===== config.mk =====
export PLATFORM = sky130hd
export DESIGN_NAME = pong_game_ctrl
export DESIGN_NICKNAME = d
export VERILOG_FILES = /design/src/rtl/pong_game_ctrl.sv
export SDC_FILE = /design/constraint.sdc
export NUM_CORES = 1
export LEC_CHECK = 0
export CAP_MARGIN = 20
export CORE_MARGIN = 1
export CORE_UTILIZATION = 48
export CTS_CLUSTER_DIAMETER = 30
export DETAILED_ROUTE_END_ITERATION = 12
export DONT_BUFFER_PORTS = 1
export PLACE_DENSITY = 0.68
export RECOVER_POWER = 100
export SYNTH_ARGS = -nofsm -noshare
export SYNTH_HDL_FRONTEND = slang
export SYNTH_SLANG_ARGS = --single-unit
export TNS_END_PERCENT = 50

===== constraint.sdc =====
create_clock -name clk -period 3.2 [get_ports clk]
set_clock_uncertainty 0.05 [all_clocks]
set_input_delay 0.48 -clock clk [delete_from_list [all_inputs] [get_ports clk]]
set_output_delay 0.48 -clock clk [all_outputs]
set_load 0.01 [all_outputs]

===== src/rtl/pong_game_ctrl.sv =====
// Game-flow sequencer for the pong datapath.
// It decides when the ball is served and released, scores misses, and declares the winner.
module pong_game_ctrl #(
  parameter int WIN_SCORE    = 7,
  parameter int SERVE_FRAMES = 60,
  parameter int POINT_FRAMES = 30
) (
  input  logic       clk,
  input  logic       rst_n,
  input  logic       frame_tick,
  input  logic       start,
  input  logic       pause,
  input  logic       score_reset,
  input  logic       miss_l,
  input  logic       miss_r,
  output logic       ball_run,
  output logic       serve_l,
  output logic       serve_r,
  output logic [2:0] score_l,
  output logic [2:0] score_r,
  output logic [1:0] winner,
  output logic [2:0] state
);

  typedef enum logic [2:0] {
    IDLE  = 3'd0,
    SERVE = 3'd1,
    PLAY  = 3'd2,
    PAUSE = 3'd3,
    POINT = 3'd4,
    OVER  = 3'd5
  } state_e;

  localparam logic [2:0] WIN_VAL    = 3'(WIN_SCORE);
  localparam logic [7:0] SERVE_LAST = 8'(SERVE_FRAMES - 1);
  localparam logic [7:0] POINT_LAST = 8'(POINT_FRAMES - 1);

  state_e     state_q, state_d;
  logic       start_q, pause_q;
  logic [7:0] cnt_q, cnt_d;
  logic       srv_q, srv_d;
  logic [2:0] score_l_q, score_l_d;
  logic [2:0] score_r_q, score_r_d;
  logic [1:0] winner_q, winner_d;
  logic       ball_run_q, ball_run_d;
  logic       serve_l_q, serve_l_d;
  logic       serve_r_q, serve_r_d;

  logic start_e, pause_e;
  logic serve_done, point_done, game_won, entering_serve;

  assign start_e    = start & ~start_q;
  assign pause_e    = pause & ~pause_q;
  assign serve_done = frame_tick && (cnt_q == SERVE_LAST);
  assign point_done = frame_tick && (cnt_q == POINT_LAST);
  assign game_won   = (score_l_q == WIN_VAL) || (score_r_q == WIN_VAL);

  function automatic logic [2:0] sat_inc(input logic [2:0] s);
    return (s >= WIN_VAL) ? s : s + 3'd1;
  endfunction

  // Edge-detect copies reset high so a button held through reset does not fire.
  always_ff @(posedge clk or negedge rst_n) begin
    if (!rst_n) begin
      state_q <= IDLE;
    end else begin
      state_q <= state_d;
    end
  end

  always_comb begin
    state_d = state_q;
    if (score_reset) begin
      state_d = IDLE;
    end else begin
      case (state_q)
        IDLE:  if (start_e) state_d = SERVE;
        SERVE: if (serve_done) state_d = PLAY;
        PLAY: begin
          if (miss_l || miss_r) state_d = POINT;
          else if (pause_e)     state_d = PAUSE;
        end
        PAUSE: if (pause_e) state_d = PLAY;
        POINT: if (point_done) state_d = game_won ? OVER : SERVE;
        OVER:  if (start_e) state_d = SERVE;
        default: state_d = IDLE;
      endcase
    end
  end

  always_comb begin
    cnt_d     = cnt_q;
    srv_d     = srv_q;
    score_l_d = score_l_q;
    score_r_d = score_r_q;
    winner_d  = winner_q;

    if (state_d != state_q) begin
      cnt_d = 8'd0;
    end else if (frame_tick && (state_q == SERVE || state_q == POINT)) begin
      cnt_d = cnt_q + 8'd1;
    end

    if (score_reset) begin
      score_l_d = 3'd0;
      score_r_d = 3'd0;
      winner_d  = 2'b00;
      srv_d     = 1'b1;
    end else begin
      case (state_q)
        IDLE: begin
          if (start_e) begin
            score_l_d = 3'd0;
            score_r_d = 3'd0;
            winner_d  = 2'b00;
            srv_d     = 1'b1;
          end
        end
        PLAY: begin
          if (miss_l) begin
            score_r_d = sat_inc(score_r_q);
            srv_d     = 1'b1;
          end else if (miss_r) begin
            score_l_d = sat_inc(score_l_q);
            srv_d     = 1'b0;
          end
        end
        POINT: begin
          if (point_done && game_won) begin
            winner_d = (score_l_q == WIN_VAL) ? 2'b01 : 2'b10;
          end
        end
        OVER: begin
          // The loser of the finished game serves first.
          if (start_e) begin
            score_l_d = 3'd0;
            score_r_d = 3'd0;
            winner_d  = 2'b00;
            srv_d     = (winner_q == 2'b01);
          end
        end
        default: ;
      endcase
    end

    entering_serve = (state_d == SERVE) && (state_q != SERVE);
    ball_run_d     = (state_d == PLAY);
    serve_l_d      = entering_serve && !srv_d;
    serve_r_d      = entering_serve && srv_d;
  end

  always_ff @(posedge clk or negedge rst_n) begin
    if (!rst_n) begin
      start_q    <= 1'b1;
      pause_q    <= 1'b1;
      cnt_q      <= 8'd0;
      srv_q      <= 1'b1;
      score_l_q  <= 3'd0;
      score_r_q  <= 3'd0;
      winner_q   <= 2'b00;
      ball_run_q <= 1'b0;
      serve_l_q  <= 1'b0;
      serve_r_q  <= 1'b0;
    end else begin
      start_q    <= start;
      pause_q    <= pause;
      cnt_q      <= cnt_d;
      srv_q      <= srv_d;
      score_l_q  <= score_l_d;
      score_r_q  <= score_r_d;
      winner_q   <= winner_d;
      ball_run_q <= ball_run_d;
      serve_l_q  <= serve_l_d;
      serve_r_q  <= serve_r_d;
    end
  end

  assign ball_run = ball_run_q;
  assign serve_l  = serve_l_q;
  assign serve_r  = serve_r_q;
  assign score_l  = score_l_q;
  assign score_r  = score_r_q;
  assign winner   = winner_q;
  assign state    = state_q;

endmodule


---- Yosys cells after proc, flatten, opt, wreduce, memory -nomap -nowiden ----
Index checks and enable logic that the tools add are counted.
storage, ports and cells
  input bits .............................. 8
  word-level logic and storage cells ...... 92
  output and inout bits ................... 14
  register bits after elaboration ......... 25
cells by class
  reduce and logical (&&, ||, !) cells .... 19
  add/subtract/negate cells ............... 3
  bitwise logic cells ..................... 4
  muxes and demuxes ....................... 32
  equality and inequality tests ........... 21
  $lt $le $gt $ge ......................... 2
operator list
  cell                                                                    count
  3-bit two-way mux                                                       16
  8-bit two-way mux                                                       2
  3-bit != test (second input constant)                                   5
  3-bit case mux with 5 select lines                                      1
  3-bit equality test (second input constant)                             4
  3-bit case mux with 2 select lines                                      2
  3-bit by 2-bit equality test with 1-bit output (second input constant)  3
  8-bit by 1-bit adder with 8-bit output (second input constant)          1
  8-bit by 5-bit equality test with 1-bit output (second input constant)  1
  8-bit by 6-bit equality test with 1-bit output (second input constant)  1
  2-bit two-way mux                                                       4
  1-bit logical AND                                                       7
  3-bit by 1-bit adder with 3-bit output (second input constant)          2
  3-bit by 1-bit equality test with 1-bit output (second input constant)  2
  3-bit greater-or-equal comparator (second input constant)               2
  3-bit by 1-bit != test with 1-bit output (second input constant)        2
  3-bit nonzero test                                                      2
  1-bit two-way mux                                                       5
  5-bit AND reduction                                                     1
  2-bit case mux with 2 select lines                                      1
  4-bit AND reduction                                                     1
  3-bit zero test                                                         1
  1-bit logical OR                                                        3
  3-bit by 2-bit != test with 1-bit output (second input constant)        1
  other kinds (9)                                                         11

---- Depth between registers and ports, before layout ----
Gate-level depths: netlist of the first run.
  depth in word-level cells ............... 9
  mapped depth ............................ 7
  depth with buffers taken out ............ 7

---- Least setup slack after synthesis of the first run ----
OpenSTA, ideal clock, no wires.
  path kind ............................... input -> register
  from .................................... input port frame_tick
  to ...................................... register winner_q[1], in the netlist winner[1]
  data required time ...................... 3.025 ns
  library setup time ...................... 0.125 ns
  data arrival time ....................... 1.743 ns
  cell stages on the path ................. 5
  setup slack ............................. 1.282 ns
  path buffers ............................ 0
  cells stage by stage .................... or3b_1 -> nor4_2 -> nand2_1 -> o31ai_2 -> mux2_2
between the ends
  cells in the longest elaborated chain, start to end .. 4
RTL lines
  element                                             line  RTL
  from (decl)                                         10    input logic frame_tick,
  1-bit logical AND                                   55    assign point_done = frame_tick && (cnt_q == POINT_LAST);
  1-bit logical AND                                   129   if (point_done && game_won) begin
  3-bit by 2-bit != test with 1-bit output (no line)  -
  3-bit AND reduction (no line)                       -
  to (signal assigned)                                171   winner_q <= winner_d;
  to (decl)                                           44    logic [1:0] winner_q, winner_d;
Every way passes these cells.
A chain may end at the register's enable or synchronous reset.

---- Final worst setup path of the first run ----
  from .................................... register state_q[1], in the netlist state[1]
  to ...................................... register score_l_q[0], in the netlist score_l[0]
between the ends
  cells in the longest elaborated chain, start to end .. 4
  elaborated cells between the ends (all ways) .. 12
  classes of those cells .................. eq/ne (6); mux (2); reduce/logical (4)
RTL lines
  element                                                                     line  RTL
  from (decl)                                                                 38    state_e state_q, state_d;
  from (signal assigned)                                                      67    state_q <= state_d;
  3-bit equality test or 3-bit zero test (tied branches)                      110   case (state_q)
  2-bit OR reduction (no line)                                                -
  3-bit by 1-bit != test with 1-bit output (no line) (tied with other cells)  -
  5-bit AND reduction (no line) or 3-bit two-way mux (tied branches)          -
  to (signal assigned)                                                        169   score_l_q <= score_l_d;
  to (decl)                                                                   42    logic [2:0] score_l_q, score_l_d;
Parallel ways exist; a longest one is shown, timed or not.

==> results.md, run 1 <==
Setup path:
- The type of the setup path with the least slack is reg2reg.
- Along the worst path, the maximum fanout reaches 21.
- STA classifies the critical path endpoint as a register.
- For the worst setup path, the data arrival time is 2.57 ns.
- Data on the critical path is required at its endpoint by 3.37 ns.
- The worst setup path is launched from a register.
- The cell class contributing the biggest share of worst-path delay is flip-flops.
- Traced cell by cell, the critical path runs through nor3b_1 -> nand2_1 -> o21ai_0 -> mux2_2.
- The delay of the slowest cell on the worst path is 0.78 ns.
- The slowest stage of the critical path is the sky130_fd_sc_hd__dfrtp_1 cell.
- The combined buffer and inverter count along the critical path is 0.

Finish:
- The area overhead of the layout relative to synthesis is 2.83%.
- The final layout contains 183 nets.
- The multi-input combinational cells in the finished layout cover a total of between 800 and 900 sq um.
- Across the whole layout, storage elements account for 629 sq um.
- Counting the fill cells in the layout gives 310.
- The antenna diode instance count is 0.
- In the layout the commonest cells are 22 x sky130_fd_sc_hd__nor2_1, 22 x sky130_fd_sc_hd__dfrtp_1, 17 x sky130_fd_sc_hd__nand2_1.
- The fraction of final layout cells with drive strength greater than 1 is 7.14%.
- The number of non-filler instances in the completed layout is 212.

Synth:
- The Yosys step of the flow raised 0 warnings.
- The dominant synthesized flop cell is sky130_fd_sc_hd__dfrtp_1.
- Counting flops with an async set or reset pin after synthesis yields a share of 100%.
- The share of synthesized area occupied by flip-flops and latches is around two fifths.
- Counting every instance in the synthesized netlist gives 167.
- When the netlist entered floorplanning its net count stood at 181.
- The mapped netlist covers approximately 1500 sq um.
- The synthesized netlist contains 51 unique library cells.
- The synthesis-stage register bit count is 25.
- Counting flops with a built-in enable in the synthesized netlist gives 0.
- The mean post-synth cell area is 9.27 sq um.

Timing:
- Headroom to the max-slew limit came out at a little over a tenth.
- The final hold violation count is 0.
- Counting I/O delays and the setup requirement, the final critical path takes approximately 2.4 ns.
- Summed over all failing endpoints, the final setup total negative slack is 0 ns.
- The number of pins with negative max-slew slack in the final report is 0.
- In the finished design, the share of the clock period the worst path needs comes to 75.0%.
- The slew of the pin with the lowest slew margin is 1.34 ns.
- The hold slack is 0.0852 ns.
- Setup repair after global routing left no endpoint under its margin.
- The final worst setup slack is 0.800 ns.
- Setup violations remaining at the end of the flow were counted as 0.
- The fmax is 417 MHz.

Clock tree:
- TritonCTS built the clock tree.
- The number of resized instances in the post-cts repair step is 0.
- The total clock sinks is 25.
- Clock tree synthesis inserted a total of 3 buffers.
- The tree is rooted in a sky130_fd_sc_hd__clkbuf_4.
- The insertion delay of the later-clocked pin in the worst-skew pair is 0.32 ns.
- Clock-pin slew was measured on the worst setup and hold paths at 0.14 ns.
- The level count of the clock H-tree is 1.
- The clock passes through at most 2 buffers.

Floorplan:
- For this configuration, the core starts out at a cell density of 50.7%.
- The total number of placement rows is 20.
- The chip width is just under 60 um.
- The number of ports placed on the die boundary is 22.
- The die covers 3460 sq um.
- From bottom edge to top edge, the die measures ~59 um.
- The core box area is 3050 sq um.

Global route:
- The remaining global-route overflow is 0.
- The initial antenna violation count is 0.
- The first global-routing pass estimated around 5.4 mm of wire.
- The number of global-route vias before repair is roughly 1200.
- The aggregate global-route resource usage is around 21%.
- The largest net degree at the start of global routing is 26.

Routing:
- The number of optimization iterations in the first detailed-route pass is 4.
- The final routed wirelength across all metal layers is 3.20 mm.
- The starting DRC count in detailed routing is 45.
- The vias after detailed routing is 1233.
- The average vias per placed instance is between 5 and 6.
- The count of nets left with antenna violations after detail routing is 0.
- For this run, design rule violations remaining after detail routing come to 0.
- In the final routed layout, each cell accounts on average for 15.1 um.

Worst hold path:
- The path type of the worst min-delay path is in2reg.

Power and ir drop:
- In this run the static leakage power is a little under 0.7 nW.
- Summing internal, switching and leakage power gives about 0.00059 W.
- Across the VDD grid, the largest voltage drop is between 0.0002 and 0.00025 V.
- Power spread over the standard cell area amounts to 370 nW/um^2.

Run status:
- The run finished with clean final reports.

Job:
- The max-cap violation count is 0.

Placement:
- The placer congestion estimate is 0.872.
- Input and output buffers added on the ports amount to 0.
- The worst-case setup slack after placement is 1.00 ns.
- Summed over all nets, the half-perimeter wirelength after detailed placement is roughly 2.4 mm.
- Including well taps, the total number of placed cells is 206.
-- routing by layer --
metal	wire length, um	vias to the layer above	GRT usage (%)	share of wire [%]
li1	-	594	-	-
met1	1430	597	27.2	45
met2	1580	35	35.1	49
met3	136	7	3.08	4.3
met4	53	0	7.14	1.7
met5	0	-	0	0
-- through the flow --
step	instance area [sq um]	utilization [%]
6_report	1590	52.1
5_1_grt	1590	52.1
4_1_cts	1630	53.2
3_5_place_dp	1570	51.4
3_3_place_gp	1570	51.4
2_1_floorplan	1550	-
-- cells in the mapped netlist, types with 3 or more instances --
| master | instances | area (sq um) |
|---|---|---|
| sky130_fd_sc_hd__a21oi_1 | 7 | 35.0 |
| sky130_fd_sc_hd__dfstp_2 | 3 | 78.8 |
| sky130_fd_sc_hd__o21ai_0 | 6 | 30.0 |
| sky130_fd_sc_hd__nand2_1 | 17 | 63.8 |
| sky130_fd_sc_hd__nand2b_1 | 4 | 25.0 |
| sky130_fd_sc_hd__nand3_1 | 3 | 15.0 |
| sky130_fd_sc_hd__ha_1 | 6 | 75.1 |
| sky130_fd_sc_hd__xnor2_1 | 6 | 52.6 |
| sky130_fd_sc_hd__mux2i_1 | 5 | 50.1 |
| sky130_fd_sc_hd__nor2_1 | 22 | 82.6 |
| sky130_fd_sc_hd__inv_1 | 10 | 37.5 |
| sky130_fd_sc_hd__nor2b_1 | 4 | 25.0 |
| sky130_fd_sc_hd__nor3b_1 | 3 | 22.5 |
| sky130_fd_sc_hd__dfrtp_1 | 22 | 551 |
| sky130_fd_sc_hd__nor3_1 | 3 | 15.0 |
-- power by group --
group	internal, W	switching (W)	total (W)
registers	0.000335	0.0000238	0.000359
logic	0.0000366	0.0000499	0.0000865
clock network	0.0000488	0.0000937	0.000142
-- final timing paths --
check / endpoint / depth (start not counted) / startpoint / slack [ns]
worst max-delay path: score_l[0] / 4 / state[1] / 0.80
worst min-delay path: start_q / 0 / start / 0.09
worst max register to register: score_l[0] / 4 / state[1] / 0.80
worst min register to register: cnt_q[1] / 2 / cnt_q[1] / 0.56
max in group asynchronous: cnt_q[0] / 2 / rst_n / 1.38
min in group asynchronous: state[1] / 2 / rst_n / 0.93
-- repair_timing --
action	CTS	global route
hold buffers	2	0
endpoints found under the setup margin	0	0
hold endpoints to repair	25	0
setup buffers	0	0
-- final cells by class --
class                      count  share of cell area (%)
multi-input combinational    127                    52.1
clock buffer                   4                    1.65
sequential                    25                    39.5
inverter                      10                    2.36
timing repair buffer           2                   0.865
tap                           44                    3.46
-- state kept, by name (all words and copies together) (netlist names) --
| name | count |
|---|---|
| state | 3 |
| ball_run | 1 |
| start_q | 1 |
| srv_q | 1 |
| cnt_q | 8 |
| score_l | 3 |
| serve_l | 1 |
| score_r | 3 |
| pause_q | 1 |
| winner | 2 |
| serve_r | 1 |
-- cells by family (layout without fill, tap and decap cells) --
| group | Yosys count | in the layout | share of synthesized area, % |
|---|---|---|---|
| compound gates | 31 | 31 | 14.5 |
| simple gates | 75 | 75 | 26.2 |
| fa+ha+maj | 6 | 6 | 4.85 |
| xor+xnor | 8 | 8 | 4.53 |
| buf+inv | 15 | 16 | 4.61 |
| flops | 25 | 25 | 40.7 |
| mux | 7 | 7 | 4.69 |
Note: power is estimated with default switching activity, not from simulation.
==> run 2: changes to the inputs <==
- clock period: 3.2 -> 2.4 ns (I/O delays scaled with it)
==> run 2 against run 1 <==
Against the previous run: cell count increased by 2.4%; maximum frequency increased by 11%; utilization increased by 1.5 points.
==> results.md, run 2 (same netlist as run 1, synthesis figures left out) <==
Finish:
- The post-route standard cell area excluding fillers is 1640 sq um.
- The total number of nets in the final design is between 150 and 200.
- The fraction of final layout cells with drive strength greater than 1 is 9.25%.
- The library cells used most frequently in the layout, excluding fill and tap cells, are 22 x sky130_fd_sc_hd__nor2_1, 22 x sky130_fd_sc_hd__dfrtp_1, 17 x sky130_fd_sc_hd__nand2_1.
- After filler insertion, the fill cell instance count of the layout stands at 283.
- The number of flip-flops in the largest register is 8.
- Relative to the synthesized area, the layout overhead comes to 5.82%.
- The repair_antennas step left the layout with diodes totalling 0.
- The register name with the most flops is cnt_q.
- The utilization after layout is a little over half.

Timing:
- The period utilization is 89.7%.
- The shortest period the worst path allows is around 2.2 ns.
- Across all hold checks on the routed design, the worst slack comes to 0.0814 ns.
- The sum of negative setup slack is 0 ns.
- The worst pin sits at a relative slew slack of 10.2%.
- The fmax is 464 MHz.
- The number of setup violations in the final report is 0.
- Setup repair after global routing left no endpoint under its margin.
- At the pin with the least slew margin, the transition time is 1.35 ns.
- The number of pins with negative max-slew slack in the final report is 0.
- The final hold violation count came to 0.
- Across all setup checks in the final design, the least slack found is about 0.25 ns.

Job:
- Max-cap violations in this run came to 0.

Floorplan:
- The total number of placement rows is 20.
- The number of ports placed on the die boundary is 22.
- The total area inside the core boundary comes to 3050 sq um.
- Once the floorplan was initialized, standard cells occupied 50.7% of the core.
- The chip width is 58.8 um.
- The area of the die is between 3000 and 4000 sq um.
- Measured along the y axis, the die boundary spans 58.8 um.

Setup path:
- STA classifies the critical path endpoint as a register.
- Data on the critical path is required at its endpoint by between 2 and 3 ns.
- The nature of the critical path startpoint is a register.
- The type of the setup path with the least slack is reg2reg.
- The largest driver fanout on the critical path is 9.
- The data arrival time of the critical path is 2.31 ns.

Clock tree:
- The clock slew seen by the registers of the worst setup and hold paths is 0.13 ns.
- CTS built an H-tree with a depth of 1.
- The post-CTS setup-driven buffer insertion count is 0.
- The longest clock path from root to sink contains 2 buffers.
- The total CTS buffers is 3.
- In this run the clock root is driven by a sky130_fd_sc_hd__clkbuf_4.
- TritonCTS built the clock tree.
- The tree built by TritonCTS fans out to 25 sinks.
- Gates resized during post-CTS repair numbered 0.
- The clock reaches the later pin of the worst-skew pair after between 0.3 and 0.4 ns.

Placement:
- The worst-case setup slack after placement is 0.274 ns.
- After legalization and detailed placement, the total HPWL measured 2.42 mm.
- In this run the tool buffered the top-level ports with 0 buffer cells.
- The congestion estimate from routability-driven global placement came to around 0.87.
- The placed instance area is approximately 1600 sq um.

Routing:
- Dividing the detail-routed wire length by the instance count gives 15.1 um.
- The count of nets left with antenna violations after detail routing is 0.
- The starting DRC count in detailed routing is 61.
- The final routed wirelength across all metal layers is 3.27 mm.
- The average vias per placed instance is 5.64.
- In the routed design, unresolved DRC markers number 0.
- The routed layout has 1224 vias.
- For this run, the detailed router's first-pass iteration total came to 4.

Worst hold path:
- The worst hold path belongs to the class in2reg.

Global route:
- The number of global-route vias before repair is 1250.
- The total overflow left after global routing is 0.
- The initial antenna violation count is 0.
- The aggregate global-route resource usage is between 20% and 30%.
- The first global-routing pass estimated between 5 and 6 mm of wire.
- Entering global routing, the biggest net connects 26 pins.

Run status:
- The run finished with clean final reports.

Power and ir drop:
- The largest voltage drop on the vdd net is 0.000293 V.
- For this design the ratio of total power to cell area is about 480 nW/um^2.
- For this design the static power due to leakage is 0.701 nW.
## run 2: cell types whose count changed in the layout (fill, tap and decap cells not counted)
cell | before | now
sky130_fd_sc_hd__and2_1 | 0 | 1
sky130_fd_sc_hd__buf_4 | 0 | 3
sky130_fd_sc_hd__o21ai_2 | 0 | 1
sky130_fd_sc_hd__dlygate4sd3_1 | 1 | 3
sky130_fd_sc_hd__o21ai_0 | 7 | 6
sky130_fd_sc_hd__and2_0 | 2 | 1
## run 2: final cells by class
class | instances | area (sq um) | share of cell area (%)
inverter | 10 | 37.5 | 2.29
clock buffer | 4 | 26.3 | 1.60
timing repair buffer | 7 | 56.3 | 3.44
multi-input combinational | 127 | 833 | 50.9
tap | 44 | 55.1 | 3.36
sequential | 25 | 629 | 38.4
## run 2: routing by layer
| layer | vias up | GRT usage, % | wire (um) |
|---|---|---|---|
| li1 | 608 | - | - |
| met1 | 587 | 27.3 | 1480 |
| met2 | 27 | 36.4 | 1640 |
| met3 | 2 | 2.64 | 137 |
| met4 | 0 | 7.14 | 20 |
| met5 | - | 0 | 0 |
## run 2: path summary, 6_finish.rpt
kind	start	endpoint	slack [ns]	depth (start not counted)
setup / recovery	state[2]	serve_r	0.25	6
hold / removal	score_reset	score_r[0]	0.08	1
setup reg to reg	state[2]	serve_r	0.25	6
hold reg to reg	cnt_q[7]	cnt_q[7]	0.55	2
max in group asynchronous	rst_n	serve_r	0.68	2
min in group asynchronous	rst_n	score_r[1]	0.82	2
## run 2: critical path: stages (launching register included)
cell	delay, ns
sky130_fd_sc_hd__dfrtp_1	0.52
sky130_fd_sc_hd__buf_4	0.21
sky130_fd_sc_hd__nor3b_1	0.47
sky130_fd_sc_hd__a2bb2oi_1	0.13
sky130_fd_sc_hd__a221oi_1	0.26
sky130_fd_sc_hd__o21ai_0	0.22
sky130_fd_sc_hd__nor3b_1	0.19
## run 2: stage by stage
stage               std cells  power, W
detailed placement        209  0.000597
global placement          209  0.000591
floorplan                 167  0.000573
CTS                       217  0.000801
global route              217  0.000832
finish                    217  0.000782
## run 2: repair_timing
item,in CTS,in global routing
hold endpoints to repair,27,0
hold buffers,4,0
setup endpoints to repair,0,0
## run 2: power by group
| part | total, W | switching, W | internal [W] |
|---|---|---|---|
| registers | 0.000478 | 0.0000309 | 0.000447 |
| clock network | 0.000185 | 0.000120 | 0.0000649 |
| logic | 0.000119 | 0.0000677 | 0.0000512 |
| total | 0.000782 | 0.000218 | 0.000563 |
==> run 3: changes to the inputs <==
- CAP_MARGIN: 20 -> 40
==> results of run 3 <==
The final DEF is identical to that of run 2; final timing and power are the same.
